<file path="src/rtl/rv32_pkg.sv">
// rv32_pkg: funct3 width codes and LSU state encoding shared by the load/store unit.
package rv32_pkg;

    localparam logic [2:0] F3_B  = 3'b000;
    localparam logic [2:0] F3_H  = 3'b001;
    localparam logic [2:0] F3_W  = 3'b010;
    localparam logic [2:0] F3_BU = 3'b100;
    localparam logic [2:0] F3_HU = 3'b101;

    typedef enum logic [2:0] {IDLE, REQ, RESP, ERR, ABORT} lsu_state_e;

endpackage

</file>
<file path="src/rtl/lsu_align.sv">
// lsu_align: byte-lane steering and byte enables for stores, extraction and extension for loads.
module lsu_align
    import rv32_pkg::*;
(
    input  logic [2:0]  funct3_i,
    input  logic [1:0]  off_i,
    input  logic [31:0] wdata_i,
    input  logic [31:0] rdata_i,
    output logic [31:0] wdata_o,
    output logic [3:0]  be_o,
    output logic [31:0] rdata_o
);

    logic [31:0] shifted;
    logic [7:0]  sel_b;
    logic [15:0] sel_h;
    logic        sgn;

    always_comb begin
        shifted = rdata_i >> {off_i, 3'b000};
        sel_b   = shifted[7:0];
        sel_h   = off_i[1] ? rdata_i[31:16] : rdata_i[15:0];
        sgn     = ~funct3_i[2];
        wdata_o = funct3_i[1:0] == F3_B[1:0] ? {4{wdata_i[7:0]}} :
                  funct3_i[1:0] == F3_H[1:0] ? {2{wdata_i[15:0]}} : wdata_i;
        be_o    = funct3_i[1:0] == F3_B[1:0] ? 4'b0001 << off_i :
                  funct3_i[1:0] == F3_H[1:0] ? (off_i[1] ? 4'b1100 : 4'b0011) : 4'b1111;
        rdata_o = funct3_i[1:0] == F3_B[1:0] ? {{24{sgn & sel_b[7]}}, sel_b} :
                  funct3_i[1:0] == F3_H[1:0] ? {{16{sgn & sel_h[15]}}, sel_h} : rdata_i;
    end

endmodule

</file>
<file path="src/rtl/load_store_unit.sv">
// load_store_unit: req/ready memory access engine with lane steering, load extension
// and a REQ-state watchdog; produces the write-back mem_in operand on load_data.
module load_store_unit
    import rv32_pkg::*;
#(
    parameter int TIMEOUT_CYCLES = 255,
    parameter int TO_W           = 8
) (
    input  logic        clk,
    input  logic        rst,
    input  logic        start,
    input  logic        is_store,
    input  logic [2:0]  funct3,
    input  logic [31:0] addr,
    input  logic [31:0] store_data,
    output logic        busy,
    output logic        done,
    output logic [31:0] load_data,
    output logic        misaligned,
    output logic        fault,
    output logic        mem_req,
    output logic        mem_we,
    output logic [31:0] mem_addr,
    output logic [31:0] mem_wdata,
    output logic [3:0]  mem_be,
    input  logic        mem_ready,
    input  logic [31:0] mem_rdata
);

    localparam logic [TO_W-1:0] TO_LAST = TO_W'(TIMEOUT_CYCLES > 0 ? TIMEOUT_CYCLES - 1 : 0);

    lsu_state_e      state_q;
    logic [TO_W-1:0] cnt_q;
    logic            st_q;
    logic [2:0]      f3_q;
    logic [1:0]      off_q;
    logic [2:0]      al_f3;
    logic [1:0]      al_off;
    logic [31:0]     al_wdata;
    logic [31:0]     al_rdata;
    logic [3:0]      al_be;
    logic            legal;
    logic            aligned;

    // The aligner sees the incoming request in IDLE (store steering) and the latched one afterwards (load extraction).
    assign al_f3   = state_q == IDLE ? funct3 : f3_q;
    assign al_off  = state_q == IDLE ? addr[1:0] : off_q;
    assign legal   = is_store ? funct3 <= F3_W : (funct3 != 3'b011 && funct3[2:1] != 2'b11);
    assign aligned = funct3[1:0] == F3_H[1:0] ? ~addr[0] :
                     funct3[1:0] == F3_W[1:0] ? addr[1:0] == 2'b00 : 1'b1;

    lsu_align u_align (
        .funct3_i (al_f3),
        .off_i    (al_off),
        .wdata_i  (store_data),
        .rdata_i  (mem_rdata),
        .wdata_o  (al_wdata),
        .be_o     (al_be),
        .rdata_o  (al_rdata)
    );

    always_ff @(posedge clk) begin
        if (rst) begin
            state_q    <= IDLE;
            cnt_q      <= '0;
            st_q       <= 1'b0;
            f3_q       <= '0;
            off_q      <= '0;
            busy       <= 1'b0;
            done       <= 1'b0;
            load_data  <= '0;
            misaligned <= 1'b0;
            fault      <= 1'b0;
            mem_req    <= 1'b0;
            mem_we     <= 1'b0;
            mem_addr   <= '0;
            mem_wdata  <= '0;
            mem_be     <= '0;
        end else begin
            case (state_q)
                IDLE: begin
                    cnt_q <= '0;
                    if (start && legal && aligned) begin
                        state_q   <= REQ;
                        busy      <= 1'b1;
                        mem_req   <= 1'b1;
                        mem_we    <= is_store;
                        mem_addr  <= {addr[31:2], 2'b00};
                        mem_wdata <= al_wdata;
                        mem_be    <= is_store ? al_be : 4'b1111;
                        st_q      <= is_store;
                        f3_q      <= funct3;
                        off_q     <= addr[1:0];
                    end else if (start) begin
                        state_q    <= ERR;
                        done       <= 1'b1;
                        misaligned <= 1'b1;
                    end
                end
                REQ: begin
                    if (mem_ready) begin
                        state_q <= RESP;
                        busy    <= 1'b0;
                        mem_req <= 1'b0;
                        done    <= 1'b1;
                        if (!st_q) load_data <= al_rdata;
                    end else if (TIMEOUT_CYCLES != 0 && cnt_q == TO_LAST) begin
                        state_q <= ABORT;
                        busy    <= 1'b0;
                        mem_req <= 1'b0;
                        done    <= 1'b1;
                        fault   <= 1'b1;
                    end else begin
                        cnt_q <= cnt_q + 1'b1;
                    end
                end
                default: begin
                    state_q    <= IDLE;
                    cnt_q      <= '0;
                    done       <= 1'b0;
                    misaligned <= 1'b0;
                    fault      <= 1'b0;
                end
            endcase
        end
    end

endmodule

</file>
<file path="config.mk">
export PLATFORM = sky130hd
export DESIGN_NAME = load_store_unit
export DESIGN_NICKNAME = d
export VERILOG_FILES = /design/src/rtl/rv32_pkg.sv /design/src/rtl/lsu_align.sv /design/src/rtl/load_store_unit.sv
export SDC_FILE = /design/constraint.sdc
export NUM_CORES = 1
export LEC_CHECK = 0
export CORE_UTILIZATION = 55
export CTS_BUF_LIST = sky130_fd_sc_hd__clkbuf_4
export CTS_CLUSTER_DIAMETER = 50
export DETAILED_ROUTE_END_ITERATION = 10
export DONT_BUFFER_PORTS = 1
export PLACE_DENSITY = 0.75
export SYNTH_ARGS = -nofsm -noshare
export SYNTH_HDL_FRONTEND = slang
export SYNTH_HIERARCHICAL = 1
export SYNTH_SLANG_ARGS = --single-unit
</file>
<file path="constraint.sdc">
create_clock -name clk -period 5.9 [get_ports clk]
set_input_delay 0.59 -clock clk [delete_from_list [all_inputs] [get_ports clk]]
set_output_delay 0.59 -clock clk [all_outputs]
set_load 0.1 [all_outputs]
</file>
-- Word-level counts from Yosys, hierarchy flattened
Index checks and enable logic that the tools add are counted.
W data, S select, Z words.
- register bits: 119
- bits of input ports: 104
- word-level logic and storage cells: 87
- add/subtract/negate cells: 1
- magnitude comparators: 1
- eq/ne operators: 14
- shift operators: 2
- muxes and demuxes: 31
- bitwise operators: 9
- reduce and logical (&&, ||, !) cells: 16
- operators with widths (cell ; number):
    $mux W32 ; 4
    $shr A32 B5 Y8 ; 1
    $mux W16 ; 1
    $mux W4 ; 4
    $mux W3 ; 5
    $reduce_and A3 Y1 ; 5
    $mux W1 ; 11
    $ne A2 B2 Y1 const B ; 5
    $add A8 B1 Y8 const B ; 1
    $eq A8 B8 Y1 const B ; 1
    $pmux W1 S2 ; 4
    $not A1 Y1 ; 7
    $ne A3 B2 Y1 const B ; 2
    $pmux W3 S2 ; 1
    $reduce_and A2 Y1 ; 3
    $eq A2 B1 Y1 const B ; 2
    $logic_not A2 Y1 ; 2
    $shl A1 B2 Y4 const A ; 1
    $eq A3 B1 Y1 const B ; 1
    $le A3 B2 Y1 const B ; 1
    $logic_and A1 B1 Y1 ; 3
    $logic_not A3 Y1 ; 1
    $ne A3 B3 Y1 const B ; 1
    $and A1 B1 Y1 ; 2
    other kinds (5) ; 5

-- Depth between registers and ports, before layout
- word-level depth: 7
- depth in mapped cells: 12
- gate-level depth less buffers: 8

-- Hierarchy
Netlist, hierarchy kept.
- by module, submodules not included (module ; times used ; cells each ; area an instance (µm²) ; sequential area each (µm²)):
    load_store_unit ; 1 ; 558 ; 4424.2 ; 2382.3
    lsu_align ; 1 ; 176 ; 1248.7 ; 0.0

-- Least setup slack after synthesis
Ideal clock, no wire load.
- path kind: register to register
- from: reg state_q[0]
- to: reg mem_wdata[10]
- data arrival time: 2.139 ns
- path slack: 3.629 ns
- cell stages (with the launch flop): 12
- buffers on the path: 4
- period minus slack after synthesis: 2.271 ns
- cells stage by stage: dfxtp_1 -> buf_4 -> or3_1 -> clkbuf_1 -> nand2_1 -> nand2_1 -> buf_2 -> nor2_1 -> buf_2 -> mux2_2 -> nand2_1 -> a21oi_1
- longest elaborated chain between the ends: 4
- elaborated cells on any way between the ends: 5
- classes of those cells: 2 x mux; 3 x reduce/logical
- RTL lines (what ; RTL line ; text):
    from (decl) ; load_store_unit.sv:32 ; lsu_state_e state_q;
    from (signal assigned) ; load_store_unit.sv:64 ; state_q <= IDLE;
    from (signal assigned) ; load_store_unit.sv:84 ; state_q <= REQ;
    from (signal assigned) ; load_store_unit.sv:95 ; state_q <= ERR;
    $logic_not A3 Y1 ; load_store_unit.sv:46 ; assign al_f3 = state_q == IDLE ? funct3 : f3_q;
    $mux W3 ; load_store_unit.sv:46 ;
    named net al_f3[1] ; load_store_unit.sv:37 ; logic [2:0] al_f3;
    $logic_not A2 Y1 ; lsu_align.sv:24 ; wdata_o = funct3_i[1:0] == F3_B[1:0] ? {4{wdata_i[7:0]}} :
    $mux W32 ; lsu_align.sv:24 ;
    named net al_wdata[10] ; load_store_unit.sv:39 ; logic [31:0] al_wdata;
    to (signal assigned) ; load_store_unit.sv:89 ; mem_wdata <= al_wdata;
    to (decl) ; load_store_unit.sv:24 ; output logic [31:0] mem_wdata,
The timed path passes the listed nets, and every way through them passes these cells.
A chain may end at the register's enable or synchronous reset.

-- Worst setup path in the final report
- from: reg state_q[0]
- to: reg load_data[31]
- elaborated cells on any way between the ends: 14
- classes of those cells: 2 x eq/ne; 1 x shift; 5 x mux; 3 x bitwise; 3 x reduce/logical
- RTL lines (what ; RTL line ; text):
    $logic_not A3 Y1 (*) ; load_store_unit.sv:46 ;
    $mux W3 (*) ; load_store_unit.sv:46 ;
    named net al_f3[1] ; load_store_unit.sv:37 ;
    $eq A2 B1 Y1 ; lsu_align.sv:29 ; funct3_i[1:0] == F3_H[1:0] ? {{16{sgn & sel_h[15]}}, sel_h} : rdata_i;
    $mux W32 ; lsu_align.sv:29 ;
    $mux W32 (*) ; lsu_align.sv:28 ; rdata_o = funct3_i[1:0] == F3_B[1:0] ? {{24{sgn & sel_b[7]}}, sel_b} :
    named net al_rdata[31] ; load_store_unit.sv:40 ; logic [31:0] al_rdata;
    to (signal assigned) ; load_store_unit.sv:106 ; if (!st_q) load_data <= al_rdata;
    to (decl) ; load_store_unit.sv:18 ; output logic [31:0] load_data,
The timed path passes the listed nets; every way through them passes the cells marked *.

==> metrics <==
routability congestion estimate=0.8738; antenna cells=0; slowest stage cell on the critical path=nor2_1; Cell Pwr Density=340.1 nW/um2; DRC errors left=0; cts-stage hold buffer count=0; Max-Slew Margin vs Limit=0.1372; fmax=0.2624 GHz; Max stage delay on crit path=1040 ps; Final HPWL DP=between 10,000 and 15,000 um; leakage power total=0.001974 uW; TritonCTS clock tree=done; final wirelength=~15,000 um; post-layout minimum cycle time=between 3000 and 4000 ps; die area=10,720 um2; worst r2r src=state_q[0]; critical path arrival=4250 ps; initial antenna violation count=0; Max IR drop VDD=0.1435 mV; setup TNS=0 ps; Post-synth EDFFs=0; crit-path cells=or3_1, nand2_1, nand2_2, nor2_1, nand3_2, a21oi_1, nand2_1, a21oi_1; critical-path maximum fanout=between 60 and 70; Clk Tree Root Cell=clkbuf_4; status=complete, no violations; clock latency on the worst-skew pair=500 ps; register area=2384 um2; Post-Syn Instances=~730; vias in the first global route=about 4,600; fin crit share=0.6460; Final Skew=11.23 ps; Clock transition at path regs=around 110 ps; Antenna Nets Post-Route=0; Detailed Route Iter0 Violations=between 400 and 500; FF+latch count, synth=119; Post-synth ARST share=0; Post-synth top flop=dfxtp_1; cts repair resizes=0; reg2reg end=load_data[31]; Via-to-Cell Ratio=between 5 and 6; Layout area overhead=2.404%; reg2reg setup slack=2090 ps; max cap viols=0; Post-Synthesis Cell Area=~5700 um2; layout cells sized above 1=0.08974; sequential share of the synthesized area=0.4199; maximum root-to-sink buffer count=2; FP Rows=36; num ports=210; DP Worst Slack=2204 ps; CP Buf/Inv Count=0; filler cell count=~900; Pins Over Slew Limit=0; total grt overflow=0; first-pass GRT wire length=about 23,000 um; Crit Path Category=reg2reg; area of the multi-input gates=2897 um2; total track usage=0.2689; Least-Margin Pin Slew=1290 ps; FF-to-FF path depth=8; Chip Width=103.6 um; initial core utilization=0.5751; pin count of the biggest net entering global routing=between 100 and 150; # setup viols final=0; required time worst endpoint=6340 ps; Nets=slightly below 800; routed vias=~5,000; TritonCTS Buffers=17; Final Hold Vio Count=0; Hold Crit Class=in2reg; Detailed Routing Iterations Pass 1=7; Post CTS Setup Buffer Count=0; Die Y=just over 100 um; startpoint type of the worst setup path=register; worst hold path cell count=1; Final Worst Setup Slack=roughly 2100 ps; unrepaired setup endpoints after global routing=no; CTS H-Tree Depth=4; Critical Path End Type=register; IO buf count=0; synth unique cells=slightly above 50; Ys Warns=6; hold_sp=rst; Worst Hold Path EP=mem_addr[14]; number of clock sinks=about 120; CP delay by family, top=simple AND/OR/NAND/NOR gates; Core Area=~10000 um2; Avg Cell Area, Syn=around 7.7 um2; wire per inst=17.47 um
flip-flops by register name, summed over array words and instances, names as in the netlist:
register and count:
f3_q 3, mem_addr 30, mem_be 4, off_q 2, fault 1, load_data 32, cnt_q 8, mem_wdata 32
done 1, misaligned 1, state_q 3, mem_req 1, st_q 1
power by group:
group          leakage (uW)  total [uW]  switching (uW)  internal, uW
logic              0.000853         257             154           103
registers          0.000966        1100             261           838
clock network      0.000154         620             324           295
kinds of logic (layout without fill, tap and decap cells):
logic type	after synthesis	after routing	share of synthesized area
AOI/OAI and AO/OA	189	189	0.1954
DFF	119	119	0.4199
muxes	33	33	0.06859
xor gates and xnor gates	4	4	0.006175
adders and majority gates	2	2	0.004410
other	1	2	0.0006610
buffers and inverters	78	45	0.07322
and+or+nand+nor	308	308	0.2316
layout by cell type, fill, tap and decap left out, types with 4 or more instances in the layout:
master        n
a21oi_1     111
a221o_1       4
a221oi_1      4
a22oi_1       8
a311oi_1      6
clkbuf_4     17
clkinvlp_4    4
dfxtp_1     118
inv_1        11
mux2_2       17
mux2i_1      13
nand2_1     238
nand2b_1      4
nand3b_1      5
nor2_1       17
nor2b_1      22
o211ai_1     10
o21ai_0      25
o22ai_1       4
xnor2_1       4
Yosys cell counts, types with 3 or more instances:
cell type	instances	area share
mux2_2	17	0.034
clkbuf_1	31	0.021
nand2b_1	4	0.0044
buf_2	14	0.012
nand2_1	239	0.16
inv_1	11	0.0073
a211oi_1	3	0.0040
a221o_1	4	0.0071
mux2i_1	13	0.023
nor2b_1	22	0.024
a22oi_1	8	0.011
nand3b_1	5	0.0066
dfxtp_1	119	0.42
xnor2_1	4	0.0062
buf_6	6	0.012
nor2_1	17	0.011
o211ai_1	10	0.013
a21o_1	3	0.0040
mux4_2	3	0.012
o21ai_0	25	0.022
a21oi_1	111	0.098
nand3_1	3	0.0026
a221oi_1	4	0.0062
nor3_1	3	0.0026
a311oi_1	6	0.0093
o22ai_1	4	0.0044
buf_4	16	0.021
final cells by class:
cell class              instances  share of cell area
multi-input cells             538              0.4986
flip-flops and latches        119              0.4103
clock inverters                15             0.03080
well taps                     133             0.02865
clock buffers                  17             0.02197
inverters                      11            0.007107
repair buffers                  2            0.002585
stage by stage:
| step | total power [uW] | hold slack, ps | instances | util | area [um2] |
|---|---|---|---|---|---|
| global route | 2066 | 85.87 | 835 | 0.5889 | 5809 |
| global placement | 1361 | 436.5 | 803 | 0.5578 | 5503 |
| detailed placement | 1370 | 442.6 | 803 | 0.5578 | 5503 |
| finish | 1975 | 138.2 | 835 | 0.5889 | 5809 |
| floorplan | 1351 | 436.6 | 735 | - | 5677 |
| CTS | 1987 | 107.4 | 835 | 0.5889 | 5809 |
worst max path at each step:
stage | start | to | cells after the start
after CTS | state_q[0] | load_data[31] | 8
after detailed placement | state_q[0] | load_data[31] | 8
after global routing | state_q[0] | load_data[31] | 8
final | state_q[0] | load_data[31] | 8
after floorplan | state_q[0] | mem_wdata[10] | 11
after global placement | state_q[0] | load_data[18] | 8
layer usage:
layer,vias up,global-route usage,wire length (um)
met5,-,0,0
met4,0,0.1108,273
met3,24,0.1001,1564
met2,234,0.4180,6748
met1,2263,0.3351,6003
li1,2386,-,-
Power figures use the tool's default switching activity.
